===== config.mk =====
export PLATFORM = sky130hd
export DESIGN_NAME = regfile_mp
export DESIGN_NICKNAME = d
export VERILOG_FILES = /design/src/rtl/regfile_mp.sv
export SDC_FILE = /design/constraint.sdc
export NUM_CORES = 2
export LEC_CHECK = 0
export BUFFER_PORTS_ARGS = -buffer_cell sky130_fd_sc_hd__buf_2
export CELL_PAD_IN_SITES_DETAIL_PLACEMENT = 0
export CELL_PAD_IN_SITES_GLOBAL_PLACEMENT = 1
export CORE_ASPECT_RATIO = 0.6
export CORE_MARGIN = 10
export CORE_UTILIZATION = 40
export DETAILED_ROUTE_END_ITERATION = 8
export PLACE_DENSITY = 0.71
export SLEW_MARGIN = 25
export SYNTH_ARGS = -nofsm -noshare
export SYNTH_HDL_FRONTEND = slang
export SYNTH_SLANG_ARGS = --single-unit

===== constraint.sdc =====
create_clock -name clk -period 44.9 [get_ports clk]
set_input_delay 4.49 -clock clk [delete_from_list [all_inputs] [get_ports clk]]
set_output_delay 4.49 -clock clk [all_outputs]
set_load 0.005 [all_outputs]

===== src/rtl/regfile_mp.sv =====
// Multi-port register file with busy scoreboard and one-cycle trap-code stage.
// Optional same-cycle write-to-read bypass: define REGFILE_BYPASS_EN.
`ifndef TRAP_STALL
`define TRAP_STALL 8'h80
`endif

module regfile_mp #(
  parameter int DATA_W = 32,
  parameter int ADDR_W = 5,
  parameter int NUM_RD = 2
) (
  input  logic                     clk,
  input  logic                     rst,
  input  logic [NUM_RD*ADDR_W-1:0] rd_index,
  output logic [NUM_RD*DATA_W-1:0] rd_data,
  output logic [NUM_RD-1:0]        rd_busy,
  input  logic [1:0]               wen,
  input  logic [ADDR_W-1:0]        windex0,
  input  logic [ADDR_W-1:0]        windex1,
  input  logic [DATA_W-1:0]        wdata0,
  input  logic [DATA_W-1:0]        wdata1,
  input  logic                     claim_en,
  input  logic [ADDR_W-1:0]        claim_index,
  input  logic [7:0]               exception_in,
  output logic [7:0]               exception
);

  localparam int DEPTH = 1 << ADDR_W;

  logic [DEPTH-1:0][DATA_W-1:0] store_q, store_d;
  logic [DEPTH-1:0]             busy_q, busy_d;
  logic [7:0]                   exc_q, exc_d;

  logic quiet;
  logic wr0, wr1, clm;

  assign quiet = (exception_in == 8'h00);
  assign wr0   = quiet && wen[0] && (windex0 != '0);
  assign wr1   = quiet && wen[1] && (windex1 != '0);
  assign clm   = quiet && claim_en && (claim_index != '0);

  // Port 1 is applied after port 0 and the claim last, so they win ties.
  always_comb begin
    store_d = store_q;
    busy_d  = busy_q;
    exc_d   = exception_in;
    if (wr0) begin
      store_d[windex0] = wdata0;
      busy_d[windex0]  = 1'b0;
    end
    if (wr1) begin
      store_d[windex1] = wdata1;
      busy_d[windex1]  = 1'b0;
    end
    if (clm) begin
      busy_d[claim_index] = 1'b1;
    end
  end

  always_ff @(posedge clk or posedge rst) begin
    if (rst) begin
      store_q <= '0;
      busy_q  <= '0;
      exc_q   <= `TRAP_STALL;
    end else begin
      store_q <= store_d;
      busy_q  <= busy_d;
      exc_q   <= exc_d;
    end
  end

  assign exception = exc_q;

  for (genvar k = 0; k < NUM_RD; k++) begin : g_rd
    logic [ADDR_W-1:0] idx;
    logic [DATA_W-1:0] d;
    logic              b;
`ifdef REGFILE_BYPASS_EN
    logic hit0, hit1, hitc;
    assign hit0 = wr0 && (windex0 == idx);
    assign hit1 = wr1 && (windex1 == idx);
    assign hitc = clm && (claim_index == idx);
`endif

    assign idx = rd_index[k*ADDR_W +: ADDR_W];

    always_comb begin
      d = store_q[idx];
      b = busy_q[idx];
`ifdef REGFILE_BYPASS_EN
      if (hit0) begin
        d = wdata0;
        b = 1'b0;
      end
      if (hit1) begin
        d = wdata1;
        b = 1'b0;
      end
      if ((hit0 || hit1) && hitc) begin
        b = 1'b1;
      end
`endif
      if (rst || idx == '0) begin
        d = '0;
        b = 1'b0;
      end
    end

    assign rd_data[k*DATA_W +: DATA_W] = d;
    assign rd_busy[k] = b;
  end

endmodule


Word-level counts from Yosys, hierarchy flattened
Index checks and enable logic that the tools add are counted.

Add/sub/neg operators: 0. Multiply operators: 0. Divide/modulo/power cells: 0. Order comparisons: 8. Equal/unequal tests: 0. Shifts and indexed selects: 0. Mux-type cells: 29. Bitwise logic cells: 5. Reductions and logical operators: 17.

Operators with widths (number): $bwmux W1024 (2); $mux W1024 (2); $bmux W32 S5 (2); $demux W32 S5 (2); $mux W32 (9); $and A32 B32 Y32 (2); $not A32 Y32 (2); $or A32 B32 Y32 (1); $lt A5 B6 Y1 const B (5); $demux W1 S5 (3); $ge A5 B1 Y1 const B (3); $reduce_bool A5 Y1 (3); $bmux W1 S5 (2); $logic_not A5 Y1 (2); $logic_and A1 B1 Y1 (9); $logic_not A8 Y1 (1); $mux W1 (7); $logic_or A1 B1 Y1 (2).

Bits in registers: 1064. Latch bits: 0. Bits in writable memories: 0. Memory bits (read-only): 0. Output and inout port bits: 74. Word-level logic and storage cells: 93. Memories kept: 0.

Logic depth before layout (Yosys ltp)
Word-level depth: 11. Depth in mapped cells: 10. Mapped depth without buffers: 5.

Worst setup path after synthesis
Ideal clock, no wire load.

Path type: input-to-output. From: in rst. To: out rd_busy[0]. Arrival: 31253 ps. Data required time: 40410 ps. Slack: 9157 ps. Cell stages on the path: 4. Path through: inv_1 > nand3_1 > o221ai_1 > buf_4.

Longest elaborated chain between the ends: 2.

Ends and longest elaborated chain: start, declared (line 13) `input logic rst,`; $logic_or A1 B1 Y1 (line 103) `if (rst || idx == '0) begin`; $mux W1 (line 103); end, declared (line 16) `output logic [NUM_RD-1:0] rd_busy,`.

Every way passes these cells.

Final worst setup path
From: in rd_index[5]. To: out rd_data[38].

Longest elaborated chain between the ends: 3.

Ends and longest elaborated chain: start, declared (line 14) `input logic [NUM_RD*ADDR_W-1:0] rd_index,`; $bmux W32 S5 or $logic_not A5 Y1 (tied branches) (line 88, 103); $mux W32 (implied by the code) or $logic_or A1 B1 Y1 (tied branches) (line 88, 103); $mux W32 (*) (line 103); end, declared (line 15) `output logic [NUM_RD*DATA_W-1:0] rd_data,`.

Mark *: on every way between the ends. The rest lies on a longest branch, timed or not. The select of a mux whose other input is x is not followed.

==> flow_summary_export.csv <==
group,metric,value,unit
outcome,run_status,"completed",
timing,min_period,13.36,ns
power,total_power,2.12,mW
worst_setup_path,r2r_setup_slack,43.91,ns
logic_synthesis,synthMuxAreaShare,35.4,%
logic_synthesis,syn-num-nets,6162,
global_routing,antenna_found_initial,45,
logic_synthesis,synth_edf_count,0,
worst_setup_path,path_buf_inv,4,
logic_synthesis,synth_seq_cells,1064,
timing,hold_viol,0,
logic_synthesis,synth-xor-area-share,0,%
timing,max_slew_margin,21.9,%
clocking,clkTransAtPathRegs,0.06,ns
logic_synthesis,yosysUniqueCellTypes,51,
timing,setup_tns,0,ns
clocking,clk_latency,0.77,ns
worst_setup_path,max_stage_delay,0.82,ns
power,p_sw,558,uW
clocking,clkSinkCount,1064,
clocking,clock_path_buffers,3,
global_routing,grt_pass1_vias,49900,
worst_setup_path,critPathLaunchType,"primary input",
clocking,hold_buffers,0,
clocking,cts_tree,"built",
power,combPwrFrac,7.9,%
logic_synthesis,synth_compound_area_share,11.0,%
power,internal-power,1.56,mW
routing,drt_wl_total,282,mm
layout,area_delta_synth_final,9.10,%
worst_setup_path,crit_path_top_delay_cell,"a2111oi_1",
worst_setup_path,cp_top_family,"buffers and inverters",
worst_setup_path,r2r_start,"busy_q[15]",
worst_setup_path,r2r-end,"busy_q[15]",
power,switching_share,26.3,%
power,power.density,29.6,nW/um^2
worst_setup_path,worst-path-stages,8,
layout,nNetsFinal,5856,
run,cap_violations,0,
die,start_util,40.2,%
routing,vias,52300,
logic_synthesis,yosys_warnings,0,
clocking,numCtsBuffers,111,
timing,finalMaxSlewViolations,0,
place,portBuffers,175,
worst_setup_path,cp-startpoint,"rd_index[5]",
worst_setup_path,end_kind,"output pin",
clocking,cts-root-buf,"clkbuf_16",
die,die_y,334,microns
hold_path,hold_path.class,"flop to flop",
power,vdd_ir_drop_max,0.0000295,V
routing,drc_errors,0,
logic_synthesis,syn_avg_cell_area,10.8,sq um
timing,rsz0062_at_grt,"false",
timing,fmax,0.0748,GHz
logic_synthesis,netlist_area,65600,sq um
die,row_count,115,
logic_synthesis,ys.flop_type,"dfrtp_1",
global_routing,grt_pass1_wl,397,mm
layout,multi_input_area,36200,sq um
routing,drt_iter0_markers,7504,
power,leakage,28.2,nW
place,gp_congestion,0.852,
power,seq_power_share,45.7,%
worst_setup_path,critPathMaxFanout,69,
logic_synthesis,synth_top_family_by_area,"multiplexers",
worst_setup_path,crit_top_cell,"buf_4",
timing,fin_crit_sh,29.8,%
logic_synthesis,synth_fa_ha_area_share,0,%
die,ios,176,
layout,seq_area,26600,sq um
timing,setup_viol,0,
worst_setup_path,critPathRequiredTime,40.41,ns
logic_synthesis,ys_seq_area_share,40.6,%
worst_setup_path,crit_path_end,"rd_data[38]",
logic_synthesis,async_flop_share,100,%
global_routing,grt.overflow.total,0,
timing,worst_slew_pin_slew,1.16,ns
die,fp.coreArea,163000,sq um
worst_setup_path,worstSetupPathType,"primary input to output pin",
layout,fill_cells,15100,
die,dieArea,181000,sq um
clocking,cts-resized-gates,0,
routing,first_pass_iters,6,
global_routing,grt_max_degree,159,
routing,ant_nets,0,
worst_setup_path,arrival,8.87,ns
logic_synthesis,synthSimpleGateAreaFrac,8.21,%
worst_setup_path,path_cells,"buf_8 > buf_4 > buf_4 > mux4_2 > a22o_1 > a2111oi_1 > nor3_1 > buf_2",
die,die_w,543,microns
routing,post_drt_wl_per_cell,35.0,microns
power,clkPwrFrac,46.4,%
place,post-dp-hpwl,164,mm
clocking,ctsHtreeMaxLevel,3,
logic_synthesis,synthCells,6060,
clocking,postCtsSetupBuffers,0,
routing,vias_per_cell,6.51,
global_routing,grt_use_total,30.1,%
timing,fin_skew,0,ns
worst_setup_path,r2r_cells,2,
layout,final_layout_size_suffix_gt1_share,18.4,%
## placed cells by master, fill, tap and decap left out, types with 18 or more instances in the layout
cell and n:
clkbuf_16 117, a2111oi_0 28, o22ai_1 31, nand2_1 560, a22o_1 52, nor3_1 29
o21ai_0 386, buf_4 121, a21oi_1 485, o221ai_1 59, nor2_4 28, clkbuf_1 21
mux4_2 473, and2_1 31, nor3_4 18, clkinv_2 21, dfrtp_1 1063, a211oi_1 27
nor2_1 492, diode_2 29, o21ai_1 159, buf_2 168, o22a_1 33, mux2i_1 1250
clkbuf_8 32
## registers in the layout, indices dropped and copies added (netlist names)
signal     cells
busy_q        32
exception      8
store_q     1024
## synth_stat cells (5+ instances only)
library cell	number	area, sq um
nand3b_1	11	82.6
clkbuf_1	457	1720
or3_1	6	37.5
nor2_2	21	131
and2_1	32	200
and3_1	6	37.5
nand2_1	570	2140
buf_1	71	267
a211oi_1	27	203
mux2i_1	1250	12500
mux4_2	473	10700
nor3_1	34	170
nor2b_1	11	68.8
dfrtp_1	1063	26600
o21ai_1	159	796
a2111oi_0	31	272
nand2b_1	5	31.3
or4_1	7	52.6
buf_4	70	526
clkbuf_2	8	40.0
nor2_1	498	1870
nor3_4	16	260
a221oi_1	6	52.6
o221ai_1	61	534
mux2_2	5	56.3
nand3_1	10	50.1
a22o_1	52	455
o22a_1	33	289
o21ai_0	386	1930
buf_2	131	656
o22ai_1	31	194
a21oi_1	485	2430
## stage by stage
stage | hold WS [ns] | util [%] | instances | setup WS, ns | cell area, sq um
global route | 0.405 | 43.8 | 8011 | 31.40 | 71600
floorplan | 0.441 | - | 6060 | 9.16 | 65600
detailed placement | 0.384 | 41.4 | 7804 | 31.62 | 67700
global placement | 0.378 | 41.3 | 7794 | 31.44 | 67500
finish | 0.397 | 43.8 | 8036 | 31.54 | 71600
CTS | 0.398 | 43.7 | 8006 | 31.60 | 71500
## per-layer routing
layer  share of wire (%)  GRT usage, %  wire, microns  up-vias
li1                    -             -              -    21600
met1                  42          42.3         118000    26400
met2                  41          41.8         115000     3515
met3                  12          10.6          35000      734
met4                 4.7          12.3          13400       32
met5               0.079             0            222        -
## area by class of cell
| cell class | instances | share of cell area, % |
|---|---|---|
| multi-input combinational | 4256 | 50.5 |
| sequential | 1064 | 37.2 |
| clock buffer | 169 | 4.79 |
| tap | 2164 | 3.78 |
| timing repair buffer | 318 | 3.17 |
| clock inverter | 33 | 0.451 |
| antenna | 29 | 0.101 |
| inverter | 3 | 0.0262 |
## power by group through the flow
stage | combinational (mW) | sequential [mW] | clock [mW]
global placement | 0.164 | 0.986 | 0
floorplan | 0.105 | 0.987 | 0
global route | 0.176 | 0.969 | 1.03
finish | 0.168 | 0.969 | 0.983
CTS | 0.165 | 0.968 | 0.990
detailed placement | 0.165 | 0.986 | 0
## worst min path at each step
stage / endpoint / startpoint / slack, ns / cells after the start
after floorplan: busy_q[0] / busy_q[0] / 0.44 / 1
after global placement: store_q[28] / store_q[28] / 0.38 / 0
after detailed placement: store_q[2] / store_q[2] / 0.38 / 0
after CTS: store_q[15] / store_q[15] / 0.40 / 0
after global routing: store_q[8] / store_q[8] / 0.40 / 0
final: store_q[13] / store_q[13] / 0.40 / 0
## kinds of logic (layout without fill, tap and decap cells)
family / Yosys count / after routing
simple gates: 1252 / 1252
flops: 1064 / 1064
compound gates: 1276 / 1276
other cells: 0 / 29
mux: 1728 / 1728
buf+inv: 740 / 523
Power figures use the tool's default switching activity.
